### config.mk
export PLATFORM = sky130hd
export DESIGN_NAME = down_timer
export DESIGN_NICKNAME = d
export VERILOG_FILES = /design/src/rtl/down_timer.sv
export SDC_FILE = /design/constraint.sdc
export NUM_CORES = 1
export LEC_CHECK = 0
export BUFFER_PORTS_ARGS = -buffer_cell sky130_fd_sc_hd__buf_2
export CORE_MARGIN = 2
export CORE_UTILIZATION = 54
export CTS_CLUSTER_SIZE = 30
export DETAILED_ROUTE_END_ITERATION = 8
export GPL_TIMING_DRIVEN = 0
export PLACE_DENSITY = 0.8
export RECOVER_POWER = 25
export SYNTH_ARGS = -nofsm -noshare
export SYNTH_HDL_FRONTEND = slang
export SYNTH_SLANG_ARGS = --single-unit
### constraint.sdc
create_clock -name clk_i -period 2 [get_ports clk_i]
set_clock_uncertainty 0.1 [all_clocks]
set_input_delay 0.4 -clock clk_i [delete_from_list [all_inputs] [get_ports clk_i]]
set_output_delay 0.4 -clock clk_i [all_outputs]
set_load 0.01 [all_outputs]
### src/rtl/down_timer.sv
// -----------------------------------------------------------------------------
// down_timer
//
// Loadable, programmable down-counter/timer for the timing/control path.
// A value is loaded, counting is started, and the counter decrements on
// enabled cycles while running. Reaching terminal count raises a one-cycle
// done pulse. Counting can be paused and resumed, or aborted. With
// auto-reload set, the timer reloads at terminal count and keeps running,
// which produces a periodic tick.
//
// Optional build macro:
//   DOWN_TIMER_PRESCALE_EN - when defined, each decrement needs PRESCALE
//                            enabled RUN cycles instead of one.
//
// Ports:
//   clk_i          system clock, rising edge
//   rst_ni         asynchronous active-low reset
//   enable_i       count qualifier while running
//   load_i         capture load_value_i into count and the reload register
//   load_value_i   value captured on load
//   start_i        begin or resume counting
//   stop_i         pause (from RUN) or abort (from PAUSE)
//   auto_reload_i  reload and keep running at terminal count
//   count_o        current counter value (registered)
//   busy_o         high in RUN or PAUSE (decoded from state register)
//   done_o         one-cycle registered pulse at terminal count
// -----------------------------------------------------------------------------
module down_timer #(
   parameter int WIDTH    = 8,
   parameter int PRESCALE = 4
) (
   input  logic             clk_i,
   input  logic             rst_ni,
   input  logic             enable_i,
   input  logic             load_i,
   input  logic [WIDTH-1:0] load_value_i,
   input  logic             start_i,
   input  logic             stop_i,
   input  logic             auto_reload_i,
   output logic [WIDTH-1:0] count_o,
   output logic             busy_o,
   output logic             done_o
);

   typedef enum logic [1:0] {
      IDLE  = 2'd0,
      RUN   = 2'd1,
      PAUSE = 2'd2,
      DONE  = 2'd3
   } state_e;

   localparam logic [WIDTH-1:0] CountOne = WIDTH'(1);

   state_e           state_q, state_d;
   logic [WIDTH-1:0] count_q, count_d;
   logic [WIDTH-1:0] reload_q, reload_d;
   logic             done_q, done_d;
   logic             tick;

`ifdef DOWN_TIMER_PRESCALE_EN
   localparam int            PresW   = $clog2(PRESCALE);
   localparam logic [PresW-1:0] PresMax = PresW'(PRESCALE - 1);

   logic [PresW-1:0] presc_q, presc_d;
`endif

   // State, count, reload value and done pulse all live in one register bank
   // so that every output is a flop or a pure decode of the state flop.
   always_ff @(posedge clk_i or negedge rst_ni) begin
      if (!rst_ni) begin
         state_q  <= IDLE;
         count_q  <= '0;
         reload_q <= '0;
         done_q   <= 1'b0;
`ifdef DOWN_TIMER_PRESCALE_EN
         presc_q  <= '0;
`endif
      end else begin
         state_q  <= state_d;
         count_q  <= count_d;
         reload_q <= reload_d;
         done_q   <= done_d;
`ifdef DOWN_TIMER_PRESCALE_EN
         presc_q  <= presc_d;
`endif
      end
   end

   // Next-state logic. Controls are prioritised load > stop > start >
   // decrement, so at most one of the branches below acts in a cycle.
   // A start while already running has no effect and lets the decrement
   // proceed normally.
   always_comb begin
      state_d  = state_q;
      count_d  = count_q;
      reload_d = reload_q;
      done_d   = 1'b0;
      tick     = 1'b0;
`ifdef DOWN_TIMER_PRESCALE_EN
      presc_d  = presc_q;
`endif

      if (load_i) begin
         count_d  = load_value_i;
         reload_d = load_value_i;
         if (start_i && (state_q == IDLE || state_q == DONE)) begin
            state_d = (load_value_i != '0) ? RUN : IDLE;
         end else if (state_q == DONE) begin
            state_d = IDLE;
         end
`ifdef DOWN_TIMER_PRESCALE_EN
         presc_d = '0;
`endif
      end else if (stop_i) begin
         if (state_q == RUN) begin
            state_d = PAUSE;
         end else if (state_q == PAUSE) begin
            state_d = IDLE;
         end
`ifdef DOWN_TIMER_PRESCALE_EN
         presc_d = '0;
`endif
      end else if (start_i && state_q != RUN) begin
         case (state_q)
            IDLE:    if (count_q != '0) state_d = RUN;
            PAUSE:   state_d = RUN;
            DONE: begin
               count_d = reload_q;
               state_d = (reload_q != '0) ? RUN : IDLE;
            end
            default: state_d = state_q;
         endcase
`ifdef DOWN_TIMER_PRESCALE_EN
         presc_d = '0;
`endif
      end else if (state_q == RUN && enable_i) begin
`ifdef DOWN_TIMER_PRESCALE_EN
         if (presc_q == PresMax) begin
            presc_d = '0;
            tick    = 1'b1;
         end else begin
            presc_d = presc_q + PresW'(1);
         end
`else
         tick = 1'b1;
`endif
         // Terminal count is detected at 1 rather than 0 so that done lines
         // up with the first cycle the terminal or reload value is visible,
         // and a reload period equals the reload value exactly.
         if (tick) begin
            if (count_q > CountOne) begin
               count_d = count_q - CountOne;
            end else if (count_q == CountOne) begin
               done_d = 1'b1;
               if (auto_reload_i && reload_q != '0) begin
                  count_d = reload_q;
               end else begin
                  count_d = '0;
                  state_d = DONE;
               end
            end
         end
      end
   end

   assign count_o = count_q;
   assign busy_o  = (state_q == RUN) || (state_q == PAUSE);
   assign done_o  = done_q;

endmodule

==> results.sh, run 1 <==
export IMPL_clkTransAtPathRegs_ns=0.12
export IMPL_worst_setup_path_type="reg -> reg"
export IMPL_yosys_warnings=0
export IMPL_nets=197
export IMPL_clock_path_buffers=2
export IMPL_drt_met1_wl_microns=1340
export IMPL_syn_to_final_growth_pct=23.3
export IMPL_cts_buffers_inserted=3
export IMPL_path_cells="or4_4 -> o21ai_4 -> buf_4 -> o22ai_4 -> a222oi_1 -> a21oi_1"
export IMPL_vias=1259
export IMPL_grt_overflow_total=0
export IMPL_maxUsedRoutingLayer="met4"
export IMPL_hold_viol_final=0
export IMPL_clkPwrFrac_pct=13.2
export IMPL_portBuffers=23
export IMPL_ff2ff_path_depth=6
export IMPL_synth_seq_area_share_pct=37.8
export IMPL_synth_common_cells="21 x nand2_1, 19 x dfrtp_1, 13 x nor2_1"
export IMPL_synthTopCellsByArea="dfrtp_1 38%, ha_1 7.0%, nand2_1 6.3%"
export IMPL_internal_power_mw=0.882
export IMPL_yosys_cell_count_top_type="nand2_1"
export IMPL_period_share_pct=102
export IMPL_via_per_inst=6.23
export IMPL_die_area_sq_um=2730
export IMPL_period_needed_ns=2.05
export IMPL_hpwl_microns=2420
export IMPL_whs_endpoint="reload_q[5]$_DFFE_PN0P_"
export IMPL_grt_first_pass_wirelength_microns=5250
export IMPL_coreArea_sq_um=2210
export IMPL_ys_ff_latch=19
export IMPL_violations="setup timing"
export IMPL_drv_slew=0
export IMPL_min_path_type="in -> reg"
export IMPL_synth_edf_count=0
export IMPL_cp_slowest_stage_delay_ns=0.57
export IMPL_r2r_start="reload_q[3]$_DFFE_PN0P_"
export IMPL_cp_end_kind="register"
export IMPL_antenna_found_initial=0
export IMPL_synth_top_area_cell="dfrtp_1"
export IMPL_relSlewSlack_pct=32.4
export IMPL_pin_count=25
export IMPL_outcome="finished, violations left"
export IMPL_fillers=181
export IMPL_setup_violations=3
export IMPL_first_iter_violations=101
export IMPL_leakage_nw=0.688
export IMPL_fin_ws_ns=-0.0472
export IMPL_diodes=0
export IMPL_clock_sinks=19
export IMPL_wl_per_cell_microns=16.9
export IMPL_post_dp_cell_area_sq_um=1410
export IMPL_htreeDepth=1
export IMPL_synth_cell_types=40
export IMPL_route_met3_wl_microns=282
export IMPL_grt_usage_pct=26.3
export IMPL_start_util_pct=56.9
export IMPL_syn_avg_cell_area_sq_um=9.12
export IMPL_cts_tree="built"
export IMPL_rsz0062_at_grt="yes"
export IMPL_synth_nets=160
export IMPL_totalWireLength_microns=3410
export IMPL_path_max_fanout=8
export IMPL_wl_met2_microns=1690
export IMPL_dp_cells=189
export IMPL_p_sw_mw=0.659
export IMPL_clock_fmax_ghz=0.488
export IMPL_hold_depth=2
export IMPL_slowest_stage="or4_4"
export IMPL_drive_above_1_share_pct=33.3
export IMPL_r2r_end="count_o[1]$_DFFE_PN0P_"
export IMPL_p_per_area_nw_per_um2=993
export IMPL_grt_pass1_vias=1159
export IMPL_fp_row_count=17
export IMPL_ir_drop_mv=0.735
export IMPL_hold_start="load_value_i[5]"
export IMPL_combPwrFrac_pct=48.0
export IMPL_drc_errors=0
export IMPL_clkLatencyLatePin_ns=0.31
export IMPL_dieWidth_microns=52.3
export IMPL_dr_pass1_iters=5
export IMPL_r2r_slack_ns=-0.05
export IMPL_syn_inst=138
export IMPL_cp_top_family="compound AO/OA/AOI/OAI gates"
export IMPL_gp_congestion=0.935
export IMPL_seqPwrFrac_pct=38.8
export IMPL_drtAntennaViolNets=0
export IMPL_synthFlopType="dfrtp_1"
export IMPL_dieHeight_microns=52.3
export IMPL_synth_area_sq_um=1260
export IMPL_yosysTopAreaCellShare_pct=37.8
export IMPL_synthArstFlopShare_pct=100
export IMPL_cp_start_kind="register"
export IMPL_stdcell_count=202
export IMPL_cp_data_arrival_time_ns=2.15
export IMPL_grt_max_degree=20
export IMPL_swShare_pct=42.8
export IMPL_cap_violations=0
export IMPL_worstPathBufferInverterCount=1
export IMPL_tightest_slew_ns=1.01
export IMPL_root_buffer="clkbuf_4"
export IMPL_final_area_sq_um=1550
export IMPL_crit_required_ns=2.10
power by group through the flow:
stage	combinational [mW]	sequential (mW)	clock, mW
after floorplan	0.431	0.583	0
after global placement	0.611	0.571	0
after detailed placement	0.640	0.587	0
after CTS	0.665	0.589	0.204
after global routing	0.811	0.605	0.217
final	0.739	0.598	0.203
per-stage QoR:
stage | power, mW | worst slack (ns) | utilization (%) | TNS (ns) | hold WS, ns
4_1_cts | 1.46 | 0.00230 | 66.7 | 0 | 0.251
5_1_grt | 1.63 | -0.123 | 70.1 | -0.373 | 0.265
3_3_place_gp | 1.18 | -0.0878 | 63.7 | -0.542 | 0.264
3_5_place_dp | 1.23 | -0.170 | 63.7 | -1.06 | 0.264
2_1_floorplan | 1.01 | 0.104 | - | 0 | 0.00441
6_report | 1.54 | -0.0472 | 70.1 | -0.119 | 0.257
placed cells by master, fill, tap and decap left out, types with 3 or more instances in the layout:
| cell | Yosys | routed |
|---|---|---|
| a31oi_1 | 6 | 6 |
| nand2_1 | 21 | 21 |
| nor2b_1 | 3 | 3 |
| inv_1 | 11 | 9 |
| buf_2 | 0 | 22 |
| xnor2_1 | 3 | 3 |
| nor2_1 | 13 | 13 |
| dfrtp_1 | 19 | 18 |
| clkbuf_4 | 0 | 4 |
| o21ai_0 | 8 | 8 |
| buf_4 | 0 | 8 |
| ha_1 | 7 | 5 |
| mux2_2 | 6 | 6 |
sequential cells by signal (all words and copies together), names as in the netlist:
register / cells
count_o: 8
done_o: 1
reload_q: 8
state_q: 2
metal layers:
metal / up-vias / track usage [%]
li1: 566 / -
met4: 0 / 9.40
met1: 591 / 34.4
met3: 17 / 3.43
met2: 85 / 44.2
met5: - / 0
cell families after synthesis:
kind of cell | Yosys count | share of synthesized area (%)
buf+inv | 14 | 5.77
compound gates | 31 | 18.0
xor+xnor | 4 | 2.78
flops | 19 | 37.8
mux | 8 | 6.96
fa+ha+maj | 7 | 6.96
simple gates | 55 | 21.8
final cells by class:
| type | count | area [sq um] | area share [%] |
|---|---|---|---|
| Clock inverter | 1 | 5.00 | 0.323 |
| Buffer | 3 | 25.0 | 1.61 |
| Sequential cell | 19 | 477 | 30.7 |
| Multi-Input combinational cell | 105 | 762 | 49.1 |
| Timing Repair Buffer | 32 | 184 | 11.9 |
| Clock buffer | 3 | 22.5 | 1.45 |
| Tap cell | 28 | 35.0 | 2.26 |
| Inverter | 11 | 41.3 | 2.66 |
how the worst max path moves through the flow:
| stage | startpoint | to | slack, ns | cells past startpoint |
|---|---|---|---|---|
| after floorplan | count_o[0]$_DFFE_PN0P_ | count_o[5]$_DFFE_PN0P_ | 0.10 | 8 |
| after global placement | count_o[0]$_DFFE_PN0P_ | count_o[5]$_DFFE_PN0P_ | -0.09 | 8 |
| after detailed placement | count_o[0]$_DFFE_PN0P_ | count_o[1]$_DFFE_PN0P_ | -0.17 | 8 |
| after CTS | reload_q[4]$_DFFE_PN0P_ | state_q[0]$_DFFE_PN0P_ | 0.002 | 5 |
| after global routing | reload_q[3]$_DFFE_PN0P_ | state_q[0]$_DFFE_PN0P_ | -0.12 | 5 |
| final | reload_q[3]$_DFFE_PN0P_ | count_o[1]$_DFFE_PN0P_ | -0.05 | 6 |
worst reg2reg max path: cells and delay by family, from the launching register on:
| family | cells | cell delay (ns) |
|---|---|---|
| buffers and inverters | 1 | 0.13 |
| AOI/OAI and AO/OA | 4 | 0.71 |
| DFF | 1 | 0.43 |
| and+or+nand+nor | 1 | 0.57 |
timing repair:
action                     4_1_cts  5_1_grt
hold endpoints to repair        19        0
pin swaps                        1        8
hold buffers                     1        0
buffers inserted                 0        8
gates resized for setup          7        8
setup endpoints to repair        9        9
Note: power is estimated with default switching activity, not from simulation.
==> run 2: changes to the inputs <==
==> config.mk (replaced) <==
export PLATFORM = sky130hd
export DESIGN_NAME = down_timer
export DESIGN_NICKNAME = d
export VERILOG_FILES = /design/src/rtl/down_timer.sv
export SDC_FILE = /design/constraint.sdc
export NUM_CORES = 1
export LEC_CHECK = 0
export CORE_MARGIN = 2
export CORE_UTILIZATION = 60
export CTS_CLUSTER_SIZE = 30
export DETAILED_ROUTE_END_ITERATION = 8
export DONT_BUFFER_PORTS = 1
export GPL_TIMING_DRIVEN = 0
export PLACE_DENSITY = 0.78
export RECOVER_POWER = 25
export SYNTH_ARGS = -nofsm -noshare
export SYNTH_HDL_FRONTEND = slang
export SYNTH_SLANG_ARGS = --single-unit
==> results.sh, run 2 (synthesis gave the netlist of run 1 again) <==
export IMPL_path_max_fanout=3
export IMPL_outcome="finished, violations left"
export IMPL_rsz0062_at_grt="yes"
export IMPL_relSlewSlack_pct=44.0
export IMPL_period_share_pct=102
export IMPL_pin_count=25
export IMPL_cp_start_kind="register"
export IMPL_gp_congestion=0.931
export IMPL_diodes=0
export IMPL_violations="setup timing"
export IMPL_hpwl_microns=2180
export IMPL_clock_path_buffers=2
export IMPL_clock_sinks=19
export IMPL_drv_slew=0
export IMPL_layout_common_cells="21 x nand2_1, 18 x dfrtp_1, 13 x nor2_1"
export IMPL_hold_depth=1
export IMPL_grt_max_degree=20
export IMPL_syn_to_final_growth_pct=13.7
export IMPL_fp_row_count=16
export IMPL_nets=171
export IMPL_drc_errors=0
export IMPL_p_per_area_nw_per_um2=1020
export IMPL_start_util_pct=64.2
export IMPL_hold_viol_final=0
export IMPL_htreeDepth=1
export IMPL_clkTransAtPathRegs_ns=0.12
export IMPL_root_buffer="clkbuf_4"
export IMPL_worst_setup_path_type="reg -> reg"
export IMPL_cp_data_arrival_time_ns=2.20
export IMPL_ir_drop_mv=0.784
export IMPL_ff2ff_path_depth=5
export IMPL_cap_violations=0
export IMPL_drtAntennaViolNets=0
export IMPL_cp_end_kind="register"
export IMPL_drive_above_1_share_pct=23.0
export IMPL_grt_first_pass_wirelength_microns=4790
export IMPL_tightest_slew_ns=0.838
export IMPL_min_path_type="in -> reg"
export IMPL_via_per_inst=6.61
export IMPL_fillers=157
export IMPL_grt_usage_pct=25.5
export IMPL_cts_buffers_inserted=3
export IMPL_r2r_start="reload_q[2]$_DFFE_PN0P_"
export IMPL_grt_pass1_vias=1029
export IMPL_leakage_nw=0.592
export IMPL_r2r_end="state_q[0]$_DFFE_PN0P_"
export IMPL_place_ws_ns=-0.244
export IMPL_wl_per_cell_microns=17.8
export IMPL_antenna_found_initial=0
export IMPL_first_iter_violations=49
export IMPL_fin_ws_ns=-0.0491
export IMPL_crit_required_ns=2.15
export IMPL_dieWidth_microns=49.8
export IMPL_clock_fmax_ghz=0.488
export IMPL_r2r_slack_ns=-0.05
export IMPL_cts_tree="built"
export IMPL_period_needed_ns=2.05
export IMPL_grt_overflow_total=0
export IMPL_startpoint="reload_q[2]$_DFFE_PN0P_"
export IMPL_final_core_util_pct=73.0
export IMPL_die_area_sq_um=2480
export IMPL_coreArea_sq_um=1960
export IMPL_finalSetupTns_ns=-0.116
export IMPL_final_common_cell="nand2_1"
export IMPL_portBuffers=0
export IMPL_setup_violations=3
export IMPL_dr_pass1_iters=5
export IMPL_vias=1157
export IMPL_totalWireLength_microns=3110
export IMPL_clkLatencyLatePin_ns=0.32
export IMPL_setup_worst_path_end="state_q[0]$_DFFE_PN0P_"
export IMPL_dieHeight_microns=49.8
## run 2: cell count changes in the layout (fill, tap and decap cells not counted), sizes merged
cell	delta
clkbuf	-2
buf	-24
## run 2: critical path: stages, from the launching register on
cell      delay, ns
dfrtp_1        0.41
or4_4          0.56
o21ai_4        0.21
a31oi_4        0.11
a311oi_4       0.33
mux2i_1        0.26
## run 2: through the flow
stage / power (mW) / hold slack [ns] / cell area, sq um / cells
floorplan: 1.01 / 0.00441 / 1260 / 138
global placement: 1.11 / 0.00478 / 1290 / 165
detailed placement: 1.14 / 0.00479 / 1290 / 165
CTS: 1.38 / 0.135 / 1360 / 170
global route: 1.55 / 0.113 / 1430 / 175
finish: 1.46 / 0.115 / 1430 / 175
## run 2: power by group
group          switching (mW)  internal (mW)  total [mW]  leakage [nW]
registers               0.159          0.468       0.627         0.222
logic                   0.349          0.270       0.619         0.352
clock network           0.136         0.0751       0.211        0.0177
## run 2: repair_timing
item / 4_1_cts / 5_1_grt
hold buffers: 1 / 0
gates cloned: 0 / 0
endpoints found under the setup margin: 9 / 9
setup buffers: 0 / 6
pin swaps: 1 / 4
hold endpoints to repair: 19 / 0
gates resized for setup: 9 / 6
## run 2: layout make-up
class / count / area [sq um] / area share [%]
Multi-Input combinational cell: 105 / 779 / 54.5
Sequential cell: 19 / 477 / 33.3
Timing Repair Buffer: 7 / 55.1 / 3.85
Inverter: 11 / 41.3 / 2.88
Tap cell: 27 / 33.8 / 2.36
Clock buffer: 3 / 22.5 / 1.57
Buffer: 2 / 17.5 / 1.22
Clock inverter: 1 / 5.00 / 0.350
## run 2: how the worst min path moves through the flow
stage	startpoint	endpoint	slack [ns]
global route	load_value_i[1]	reload_q[1]$_DFFE_PN0P_	0.11
floorplan	rst_ni	count_o[0]$_DFFE_PN0P_	0.004
detailed placement	rst_ni	done_o$_DFF_PN0_	0.005
finish	load_value_i[1]	reload_q[1]$_DFFE_PN0P_	0.12
global placement	rst_ni	done_o$_DFF_PN0_	0.005
CTS	load_value_i[1]	reload_q[1]$_DFFE_PN0P_	0.14
## run 2: layer usage
metal | vias up | global-route usage [%] | wire length (microns)
met5 | - | 0 | 0
met4 | 0 | 6.94 | 74
met3 | 9 | 5.15 | 256
met2 | 68 | 42.9 | 1530
met1 | 564 | 33.1 | 1250
li1 | 516 | - | -
==> run 3: changes to the inputs <==
--- a/config.mk
+++ b/config.mk
@@ -5,12 +5,13 @@
 export SDC_FILE = /design/constraint.sdc
 export NUM_CORES = 1
 export LEC_CHECK = 0
-export CORE_MARGIN = 2
+export CORE_MARGIN = 4
 export CORE_UTILIZATION = 60
 export CTS_CLUSTER_SIZE = 30
 export DETAILED_ROUTE_END_ITERATION = 8
 export DONT_BUFFER_PORTS = 1
 export GPL_TIMING_DRIVEN = 0
+export HOLD_SLACK_MARGIN = 0.05
 export PLACE_DENSITY = 0.78
 export RECOVER_POWER = 25
 export SYNTH_ARGS = -nofsm -noshare
==> results.sh, run 3 (synthesis gave the netlist of run 1 again) <==
export IMPL_clkTransAtPathRegs_ns=0.11
export IMPL_cts_buffers_inserted=3
export IMPL_tightest_slew_ns=0.829
export IMPL_multi_input_area_sq_um=736
export IMPL_drc_errors=0
export IMPL_fin_ws_ns=0.0212
export IMPL_clock_fmax_ghz=0.505
export IMPL_cp_data_arrival_time_ns=2.07
export IMPL_worst_setup_path_type="reg -> reg"
export IMPL_cp_start_kind="register"
export IMPL_path_max_fanout=8
export IMPL_relSlewSlack_pct=44.5
export IMPL_slowest_stage="or4_4"
export IMPL_final_common_cell="nand2_1"
export IMPL_portBuffers=0
export IMPL_first_iter_violations=35
export IMPL_pin_count=25
export IMPL_min_path_type="in -> reg"
export IMPL_start_util_pct=63.5
export IMPL_clock_sinks=19
export IMPL_grt_overflow_total=0
export IMPL_setup_violations=0
export IMPL_drv_slew=0
export IMPL_diodes=0
export IMPL_root_buffer="clkbuf_4"
export IMPL_wl_per_cell_microns=16.7
export IMPL_syn_to_final_growth_pct=10.7
export IMPL_cp_slowest_stage_delay_ns=0.55
export IMPL_cts_tree="built"
export IMPL_grt_max_degree=20
export IMPL_fp_row_count=16
export IMPL_dieHeight_microns=53.8
export IMPL_drive_above_1_share_pct=22.4
export IMPL_grt_pass1_vias=1056
export IMPL_r2r_slack_ns=0.02
export IMPL_leakage_nw=0.582
export IMPL_ff2ff_path_depth=5
export IMPL_path_cells="or4_4 -> o21ai_4 -> o22ai_2 -> a222oi_1 -> a21oi_1"
export IMPL_antenna_found_initial=0
export IMPL_nets=170
export IMPL_grt_first_pass_wirelength_microns=4850
export IMPL_crit_required_ns=2.09
export IMPL_ir_drop_mv=0.731
export IMPL_hold_viol_final=0
export IMPL_hold_depth=1
export IMPL_dr_pass1_iters=5
export IMPL_grt_usage_pct=23.2
export IMPL_hpwl_microns=2160
export IMPL_finalSetupTns_ns=0
export IMPL_regArea_sq_um=478
export IMPL_total_power_mw=1.39
export IMPL_dieWidth_microns=53.8
export IMPL_rsz0062_at_grt="yes"
export IMPL_gp_congestion=0.837
export IMPL_period_share_pct=98.9
export IMPL_vias=1069
export IMPL_coreArea_sq_um=1980
export IMPL_period_needed_ns=1.98
export IMPL_drtAntennaViolNets=0
export IMPL_layout_common_cells="21 x nand2_1, 17 x dfrtp_1, 13 x nor2_1"
export IMPL_cp_end_kind="register"
export IMPL_fillers=141
export IMPL_clock_path_buffers=2
export IMPL_via_per_inst=6.14
export IMPL_clkLatencyLatePin_ns=0.31
export IMPL_outcome="finished clean"
export IMPL_totalWireLength_microns=2900
export IMPL_htreeDepth=1
export IMPL_cap_violations=0
export IMPL_place_ws_ns=-0.171
export IMPL_p_per_area_nw_per_um2=994
export IMPL_die_area_sq_um=2890
run 3: area by class of cell:
type	instances	share of cell area, %
plain buffers	2	1.97
clock buffers	3	1.62
clock inverters	1	0.539
inverters	11	2.96
multi-input cells	105	52.8
flip-flops and latches	19	34.3
well taps	27	2.42
repair buffers	6	3.41
run 3: what timing repair did:
item | CTS | global route
pin swaps | 1 | 1
endpoints found under the hold margin | 19 | 0
setup endpoints to repair | 9 | 9
hold buffers | 1 | 0
buffers inserted | 1 | 4
resized for setup | 6 | 2
run 3: stage by stage:
stage	hold WS (ns)	cell area (sq um)	std cells	utilization [%]
detailed placement	0.00494	1290	165	65.2
CTS	0.134	1360	170	68.6
global route	0.108	1390	174	70.3
global placement	0.00481	1290	165	65.2
finish	0.135	1390	174	70.3
floorplan	0.00441	1260	138	-
run 3: worst paths after layout:
kind / from / end
worst max-delay path: reload_q[5]$_DFFE_PN0P_ / count_o[1]$_DFFE_PN0P_
worst min-delay path: load_value_i[1] / reload_q[1]$_DFFE_PN0P_
worst max register to register: reload_q[5]$_DFFE_PN0P_ / count_o[1]$_DFFE_PN0P_
worst min register to register: reload_q[1]$_DFFE_PN0P_ / reload_q[1]$_DFFE_PN0P_
max in group asynchronous: rst_ni / count_o[0]$_DFFE_PN0P_
min in group asynchronous: rst_ni / count_o[2]$_DFFE_PN0P_
run 3: critical path, delay by kind of cell (launching register included):
family	cells	cell delay [ns]
compound gates	4	0.79
simple gates	1	0.55
flops	1	0.42
run 3: power breakdown:
group	internal, mW	total (mW)	switching (mW)
clock	0.0763	0.204	0.128
sequential	0.470	0.615	0.146
combinational	0.255	0.566	0.311
run 3: routing by layer:
metal	up-vias	GRT usage, %	wire length, microns
met1	506	29.9	1230
met2	41	36.3	1410
met4	0	5.53	40
met5	-	0	0
li1	516	-	-
met3	6	9.14	226
